## src/rtl/instruction_issue.sv

```systemverilog
// Single-entry issue stage: holds one decoded instruction, checks RAW/WAW hazards
// against a register scoreboard and dispatches it to one execution pipe.
module instruction_issue #(
    parameter int  NUM_REGS   = 32,
    parameter int  NUM_PIPES  = 4,
    parameter int  CTRL_WIDTH = 8,
    localparam int REG_WIDTH  = $clog2(NUM_REGS),
    localparam int INF_WIDTH  = 3 * REG_WIDTH + 1 + NUM_PIPES + CTRL_WIDTH
) (
    input  logic                 clk,
    input  logic                 rst,
    input  logic                 wb_do_branch,
    input  logic                 id_valid,
    input  logic [INF_WIDTH-1:0] id_ix_inf,
    output logic                 ix_ready,
    input  logic                 wb_valid,
    input  logic [REG_WIDTH-1:0] wb_rd,
    input  logic [NUM_PIPES-1:0] pipe_ready,
    output logic [NUM_PIPES-1:0] ix_valid,
    output logic [INF_WIDTH-1:0] ix_inf
);

    // exe_pipe bit order: 0 ALU, 1 MUL, 2 DIV, 3 LSU.
    typedef struct packed {
        logic [REG_WIDTH-1:0]  a1;
        logic [REG_WIDTH-1:0]  a2;
        logic [REG_WIDTH-1:0]  rd;
        logic                  register_write;
        logic [NUM_PIPES-1:0]  exe_pipe;
        logic [CTRL_WIDTH-1:0] controls;
    } id_ix_inf_t;

    id_ix_inf_t           hold_inf_reg;
    id_ix_inf_t           ix_inf_reg;
    logic                 hold_valid_reg;
    logic [NUM_PIPES-1:0] ix_valid_reg;
    logic [NUM_REGS-1:0]  scoreboard_reg;
    logic [NUM_REGS-1:0]  scoreboard_next;
    logic [NUM_REGS-1:0]  pending;
    logic [NUM_PIPES-1:0] pipe_avail;
    logic [NUM_PIPES-1:0] pipe_grant;
    logic                 hazard;
    logic                 pipe_ok;
    logic                 issue_fire;
    logic                 issue_set;

    // A same-cycle writeback removes the hazard before it is evaluated.
    generate
        for (genvar gi = 0; gi < NUM_REGS; gi++) begin : g_sb
            if (gi == 0) begin : g_zero
                assign pending[gi]         = 1'b0;
                assign scoreboard_next[gi] = 1'b0;
            end else begin : g_bit
                assign pending[gi] = scoreboard_reg[gi]
                                   & ~(wb_valid && (wb_rd == REG_WIDTH'(gi)));
                assign scoreboard_next[gi] = pending[gi]
                                   | (issue_set && (hold_inf_reg.rd == REG_WIDTH'(gi)));
            end
        end
    endgenerate

    assign hazard = pending[hold_inf_reg.a1]
                  | pending[hold_inf_reg.a2]
                  | (hold_inf_reg.register_write & pending[hold_inf_reg.rd]);

    // Lowest ready pipe wins, so a malformed multi-bit exe_pipe still strobes one pipe.
    assign pipe_avail = hold_inf_reg.exe_pipe & pipe_ready;
    assign pipe_grant = pipe_avail & (~pipe_avail + NUM_PIPES'(1));
    assign pipe_ok    = (hold_inf_reg.exe_pipe == '0) | (|pipe_avail);

    assign issue_fire = hold_valid_reg & ~hazard & pipe_ok & ~wb_do_branch;
    assign issue_set  = issue_fire & hold_inf_reg.register_write
                      & (hold_inf_reg.rd != '0) & (hold_inf_reg.exe_pipe != '0);
    assign ix_ready   = ~hold_valid_reg | issue_fire | wb_do_branch;

    always_ff @(posedge clk) begin
        if (rst) begin
            hold_valid_reg <= 1'b0;
            ix_valid_reg   <= '0;
            scoreboard_reg <= '0;
        end else if (wb_do_branch) begin
            hold_valid_reg <= 1'b0;
            ix_valid_reg   <= '0;
            scoreboard_reg <= '0;
        end else begin
            if (id_valid && ix_ready) begin
                hold_valid_reg <= 1'b1;
            end else if (issue_fire) begin
                hold_valid_reg <= 1'b0;
            end
            ix_valid_reg   <= issue_fire ? pipe_grant : '0;
            scoreboard_reg <= scoreboard_next;
        end
    end

    // Payload registers carry no reset; their contents only matter alongside a valid.
    always_ff @(posedge clk) begin
        if (!wb_do_branch && id_valid && ix_ready) begin
            hold_inf_reg <= id_ix_inf;
        end
        if (issue_fire) begin
            ix_inf_reg <= hold_inf_reg;
        end
    end

    assign ix_valid = ix_valid_reg;
    assign ix_inf   = ix_inf_reg;

endmodule

```

## config.mk

```make
export PLATFORM = sky130hd
export DESIGN_NAME = instruction_issue
export DESIGN_NICKNAME = d
export VERILOG_FILES = /design/src/rtl/instruction_issue.sv
export SDC_FILE = /design/constraint.sdc
export NUM_CORES = 1
export LEC_CHECK = 0
export CAP_MARGIN = 20
export CORE_MARGIN = 3
export CORE_UTILIZATION = 35
export CTS_CLUSTER_DIAMETER = 40
export CTS_CLUSTER_SIZE = 20
export DETAILED_ROUTE_END_ITERATION = 12
export GPL_TIMING_DRIVEN = 0
export PLACE_DENSITY_LB_ADDON = 0.05
export RECOVER_POWER = 25
export SLEW_MARGIN = 20
export SYNTH_ARGS = -nofsm -noshare
export SYNTH_HDL_FRONTEND = slang
export SYNTH_SLANG_ARGS = --single-unit
```

## constraint.sdc

```tcl
create_clock -name clk -period 15.5 [get_ports clk]
set_input_delay 3.1 -clock clk [delete_from_list [all_inputs] [get_ports clk]]
set_output_delay 3.1 -clock clk [all_outputs]
set_load 0.02 [all_outputs]
```

== Word level (Yosys, flattened, before mapping) ==
Index checks and enable logic that the tools add are counted.
Storage, ports and cells
  logic and storage cells: 274
  output and inout port bits: 33
  input bits: 42
  flip-flop bits (word level): 92
Cells by class
  $add $sub $neg: 1
  mux-type cells: 8
  equal/unequal tests: 62
  order comparisons: 3
  reductions and logical operators: 73
  bitwise operators: 112
Operator list (count)
  equality test 5 bit (second input constant): 32
  equality test 5 x 4 -> 1 bit (second input constant): 16
  logical AND 1 bit: 65
  equality test 5 x 3 -> 1 bit (second input constant): 8
  bitwise AND 1 bit: 38
  OR 1 bit: 36
  NOT 1 bit: 35
  equality test 5 x 2 -> 1 bit (second input constant): 4
  < comparator 5 x 6 -> 1 bit (second input constant): 3
  binary-select mux 1 bit (select 5 bit): 3
  equality test 5 x 1 -> 1 bit (second input constant): 2
  bitwise AND 4 bit: 2
  2-to-1 mux 1 bit: 5
  nonzero test 5 bit: 1
  adder 4 x 1 -> 4 bit (second input constant): 1
  logical NOT 4 bit: 1
  NOT 4 bit: 1
  nonzero test 4 bit: 1
  OR reduction 4 bit: 1
  OR reduction 3 bit: 1
  nonzero test 2 bit: 1
  OR reduction 2 bit: 1
  logical NOT 1 bit: 1

== Depth between registers and ports, before layout ==
  word-level depth: 17
  depth in mapped cells: 11
  gate-level depth less buffers: 8

== Worst setup path before layout ==
Ideal clock, no wire load.
  kind: in2out
  from: input port wb_rd[2]
  to: output port ix_ready
  stages on the path: 8
  path slack: 6.925 ns
  buffers on the path: 1
  data required time: 12.400 ns
  data arrival time: 5.475 ns
  cells stage by stage: buf_6 > or4b_4 > o21a_1 > a221o_1 > a211o_1 > a2111oi_4 > nand2_2 > nand2_1
On the way
  cells in the longest elaborated chain, start to end: 14
Ends and longest elaborated chain
  from (decl): line 17  | input logic [REG_WIDTH-1:0] wb_rd,
  equality test 5 x 1 -> 1 bit (tied with other cells): line 55  | & ~(wb_valid && (wb_rd == REG_WIDTH'(gi)));
  logical AND 1 bit: line 55
  NOT 1 bit: line 55
  bitwise AND 1 bit: line 55
  binary-select mux 1 bit (select 5 bit), on equally long branches: line 62, 63, 64
  2-to-1 mux 1 bit, on equally long branches: line 62, 63, 64
  OR 1 bit / bitwise AND 1 bit (equally long branches): line 63, 64
  OR 1 bit (*): line 64  | | (hold_inf_reg.register_write & pending[hold_inf_reg.rd]);
  NOT 1 bit (*): line 71  | assign issue_fire = hold_valid_reg & ~hazard & pipe_ok & ~wb_do_branch;
  bitwise AND 1 bit (*) (3 in a row): line 71
  OR 1 bit (*) (2 in a row): line 74  | assign ix_ready = ~hold_valid_reg | issue_fire | wb_do_branch;
  to (decl): line 15  | output logic ix_ready,
Mark *: on every way between the ends. The rest lies on a longest branch, timed or not. The select of a mux whose other input is x is not followed.

== Final worst setup path ==
  from: input port wb_valid
  to: output port ix_ready
On the way
  cells in the longest elaborated chain, start to end: 13
Ends and longest elaborated chain
  from (decl): line 16  | input logic wb_valid,
  logical AND 1 bit: line 55
  NOT 1 bit: line 55
  bitwise AND 1 bit: line 55
  binary-select mux 1 bit (select 5 bit), on equally long branches: line 62, 63, 64
  2-to-1 mux 1 bit, on equally long branches: line 62, 63, 64
  OR 1 bit / bitwise AND 1 bit (equally long branches): line 63, 64
  OR 1 bit (*): line 64
  NOT 1 bit (*): line 71
  bitwise AND 1 bit (*) (3 in a row): line 71
  OR 1 bit (*) (2 in a row): line 74
Marked as above.

==> run summary <==
Counting every net in the synthesized netlist gives 457. The run gives 25.70% as the global routing met1 resource utilization. The dominant synthesized flop cell was sky130_fd_sc_hd__edfxtp_1. The tightest hold margin is 0.4212 ns. Of the cells placed in the final design, the portion with a size suffix greater than 1 is 13.21%. The tools report the count of standard-cell rows as 41.

The share of the clock period used by the worst path after layout works out to 67.19%. On the critical path the largest part of the delay comes from compound AO/OA/AOI/OAI gates. The flip-flop count of the largest register, all copies and words added is 31, and the width of the die is 121.2 um. The flow ran to the end, and the final reports show no timing, DRC or antenna violations.

The synthesized design contains 92 register bits. Input and output buffers added on the ports amount to 74. The average wire per cell in the routed design came out at 20.81 um.

The total wire length is 14130 um. The critical path contains buffers and inverters numbering 3 combined. The H-tree was split into 3 levels. The global-route wire length before repair came out at 21370 um. For this run, global-route usage on met3 was measured as 5.221%.

The logs give 92 for the count of clock tree sinks and 3900 for the detailed-route via count. Synthesis produced 415 cells. The Yosys step of the flow raised 0 warnings. For this block, the initial DRC count from the detailed router was 343. Dividing total power by cell area gives a power density of 92.26 mW/mm2. The tools report the headroom to the max-slew limit as 38.51%. In this run the most used layer during global routing was met2.

After clock tree synthesis, the clock-pin slew on the worst setup and hold paths is 0.06 ns. For the number of global-route vias before repair, the log shows 3814. The length in cells of the worst reg-to-reg path works out to 11. The area of the mapped netlist was 0.004647 mm2; the detailed-routing iteration count for the pre-antenna-repair pass was 6. After clock tree synthesis, the repair step resized 0 gates. The time the final worst path needs with I/O delays and setup is 10.42 ns, and the antenna diode instance count is 0. Most common cell after layout, fill and taps aside: sky130_fd_sc_hd__clkdlybuf4s50_1. Among all stages on the critical path, the largest delay is contributed by sky130_fd_sc_hd__o21ai_0. In the layout the commonest cells are 57 x sky130_fd_sc_hd__clkdlybuf4s50_1, 56 x sky130_fd_sc_hd__edfxtp_1, 36 x sky130_fd_sc_hd__dfxtp_1.

The die area is 0.01470 mm2. TritonCTS built the clock tree. The final max-slew violation count was 0; the fraction of the mapped netlist area in compound gates was 21.19%.

The largest incremental delay on the critical path is 0.73 ns, and the CTS buffer count is 9. Counting flops with a built-in enable in the synthesized netlist gives 56. Launching element type of the critical path: a primary input.

Relative to the synthesized area, the layout overhead comes to 28.14%. The run gives 75 as the count of pins on the block boundary. Setup repair after global routing left no endpoint under its margin.

At the worst endpoint, the required time is 12.40 ns. Traced cell by cell, the critical path runs through clkdlybuf4s50_1 -> buf_2 -> nand4b_1 -> o21ai_0 -> mux2_2 -> a21oi_1 -> a211o_1 -> a2111oi_4 -> nand2_2 -> nand2_1 -> clkdlybuf4s50_1. After Yosys synthesis, XOR and XNOR cells account for 0.9424% of the synthesized area. Entering global routing, the biggest net connects 29 pins.

Buffers added to address setup during post-CTS repair amount to 0. In the synthesized netlist the async set-or-reset flop fraction comes to 0%. The number of fill cells is 1226, and the number of setup violations in the final report is 0. Final RePlAce weighted congestion: 0.9347.

The static leakage came out at 1.914 nW. The largest fanout on the critical path is 10, and the hold violation total from the final report is 0. The clock latency reported for the late side of the worst-skew pair was 0.36 ns; the chip height was 121.2 um. The worst setup path is of the primary input to output port kind. Final core area utilization: 46.43%. The largest family of logic cells by synthesized area is compound AO/OA/AOI/OAI gates. At the pin with the least slew margin, the transition time is 0.9214 ns. Classification of the worst-slack hold path: register to register. The run gives 0 as the initial antenna violation count. Counting instances, the worst hold path has a depth of 0.

For the distinct cell type count after synthesis, the log shows 65. Final global-route overflow total: 0. Data arrival time of the worst path: 7.32 ns. The detail route stage leaves a number of antenna-violating nets equal to 0.

The post-synthesis simple-gate area fraction is 16.42%, and the number of nets in the layout is 544. For the fraction of met2 tracks used by global routing, the log shows 30.74%. The critical path runs through a total of 11 cells. Most prevalent standard cell on the critical path: sky130_fd_sc_hd__clkdlybuf4s50_1. After detailed routing, the number of remaining DRC violations is 0. The tools report the sum of negative setup slack as 0 ns. The setup skew after layout was 0.01430 ns; the max-capacitance violation count was 0. The kind of capture point of the worst setup path was an output port. Maximum frequency from static timing analysis: 0.09601 GHz. The synthesized-area fraction occupied by adder cells works out to 0%. The tools report the worst vdd rail ir drop as 0.00006999 V.

The average cell area after synthesis came out at 11.20 um2. The initial utilization of the core area, before any placement, comes to 36.23%. Core area: 0.01282 mm2.

The clock tree root buffer cell was sky130_fd_sc_hd__clkbuf_16. The sequential share of the synthesized area came out at 51.70%. The clock passes through at most 2 buffers. After legalization and detailed placement, the total HPWL measured 10350 um. The portion of synthesized area spent on multiplexers is 5.708%. The via density per instance works out to 5.744.

Hold repair after CTS inserted 0 buffers. Global routing consumed, over all layers together, 19.47% of the routing resources.
[area by class of cell]
| class | count | area [um2] | share of cell area [%] |
|---|---|---|---|
| Clock buffer | 11 | 254.0 | 4.266 |
| Tap cell | 172 | 215.2 | 3.614 |
| Clock inverter | 5 | 62.56 | 1.051 |
| Multi-Input combinational cell | 283 | 2069 | 34.76 |
| Buffer | 30 | 150.1 | 2.522 |
| Timing Repair Buffer | 76 | 763.2 | 12.82 |
| Sequential cell | 92 | 2402 | 40.34 |
| Inverter | 10 | 37.54 | 0.6304 |
[power breakdown]
| group | switching, W | internal, W | total, W |
|---|---|---|---|
| Clock | 0.0000983 | 0.000136 | 0.000235 |
| Sequential | 0.00000279 | 0.000264 | 0.000266 |
| Combinational | 0.0000286 | 0.0000196 | 0.0000482 |
| Total | 0.000130 | 0.000420 | 0.000549 |
[cell usage after synthesis, types with 3 or more instances]
cell | n | area [um2]
sky130_fd_sc_hd__o211ai_1 | 13 | 97.59
sky130_fd_sc_hd__a311oi_1 | 3 | 26.28
sky130_fd_sc_hd__nor2_1 | 16 | 60.06
sky130_fd_sc_hd__a211oi_1 | 5 | 37.54
sky130_fd_sc_hd__or2_2 | 3 | 18.77
sky130_fd_sc_hd__o21a_1 | 5 | 37.54
sky130_fd_sc_hd__o21ai_2 | 4 | 35.03
sky130_fd_sc_hd__nor3_1 | 10 | 50.05
sky130_fd_sc_hd__edfxtp_1 | 56 | 1682
sky130_fd_sc_hd__a31oi_1 | 3 | 18.77
sky130_fd_sc_hd__mux2_2 | 6 | 67.56
sky130_fd_sc_hd__xor2_1 | 4 | 35.03
sky130_fd_sc_hd__o22ai_2 | 16 | 200.2
sky130_fd_sc_hd__a211o_1 | 4 | 35.03
sky130_fd_sc_hd__a21oi_1 | 8 | 40.04
sky130_fd_sc_hd__buf_6 | 4 | 45.04
sky130_fd_sc_hd__o311ai_0 | 4 | 35.03
sky130_fd_sc_hd__o21ai_0 | 21 | 105.1
sky130_fd_sc_hd__o21ai_1 | 4 | 20.02
sky130_fd_sc_hd__nor2b_1 | 7 | 43.79
sky130_fd_sc_hd__buf_1 | 3 | 11.26
sky130_fd_sc_hd__dfxtp_1 | 36 | 720.7
sky130_fd_sc_hd__nand2_1 | 33 | 123.9
sky130_fd_sc_hd__mux4_2 | 3 | 67.56
sky130_fd_sc_hd__nand4_1 | 4 | 25.02
sky130_fd_sc_hd__buf_2 | 3 | 15.01
sky130_fd_sc_hd__o31ai_1 | 10 | 75.07
sky130_fd_sc_hd__o22ai_1 | 6 | 37.54
sky130_fd_sc_hd__nand2b_1 | 13 | 81.33
sky130_fd_sc_hd__nor4_1 | 6 | 37.54
sky130_fd_sc_hd__clkbuf_1 | 19 | 71.32
sky130_fd_sc_hd__inv_1 | 10 | 37.54
sky130_fd_sc_hd__mux2i_1 | 13 | 130.1
sky130_fd_sc_hd__nand4b_1 | 5 | 43.79
sky130_fd_sc_hd__nand3_1 | 17 | 85.08
sky130_fd_sc_hd__nand4bb_1 | 4 | 45.04
[cells by family (layout without fill, tap and decap cells)]
| kind of cell | count (synthesis) | after routing |
|---|---|---|
| AOI/OAI and AO/OA | 124 | 124 |
| xor gates and xnor gates | 5 | 5 |
| buffers and inverters | 40 | 132 |
| DFF | 92 | 92 |
| muxes | 22 | 22 |
| and+or+nand+nor | 132 | 132 |
[metrics by stage]
step	total power (W)	instance area (um2)	setup slack, ns	cells
5_1_grt	0.0005670	5954	4.821	679
4_1_cts	0.0005558	5954	5.076	679
3_5_place_dp	0.0003201	5638	5.103	663
6_report	0.0005494	5954	5.085	679
2_1_floorplan	0.0002963	4647	6.925	415
3_3_place_gp	0.0003192	5603	5.025	661
[worst register-to-register path, delay by kind of cell (launching register included)]
family | cells | cell delay, ns
buffers and inverters | 3 | 0.91
AOI/OAI and AO/OA | 6 | 1.92
muxes | 1 | 0.44
DFF | 1 | 0.35
and+or+nand+nor | 1 | 0.29
[worst paths after layout]
| path | startpoint | to | slack [ns] |
|---|---|---|---|
| max | wb_valid | ix_ready | 5.08 |
| min | hold_inf_reg[3]$_DFFE_PP_ | ix_inf[3]$_DFFE_PP_ | 0.42 |
| max reg2reg | hold_inf_reg[19]$_DFFE_PP_ | hold_inf_reg[22]$_DFFE_PP_ | 11.29 |
| min reg2reg | hold_inf_reg[3]$_DFFE_PP_ | ix_inf[3]$_DFFE_PP_ | 0.42 |
[metal layers]
layer  up-vias  wire [um]
li1       1801          -
met4         0        432
met1      1900       6150
met2       167       6536
met3        32       1013
met5         -          0
Note: power is estimated with default switching activity, not from simulation.
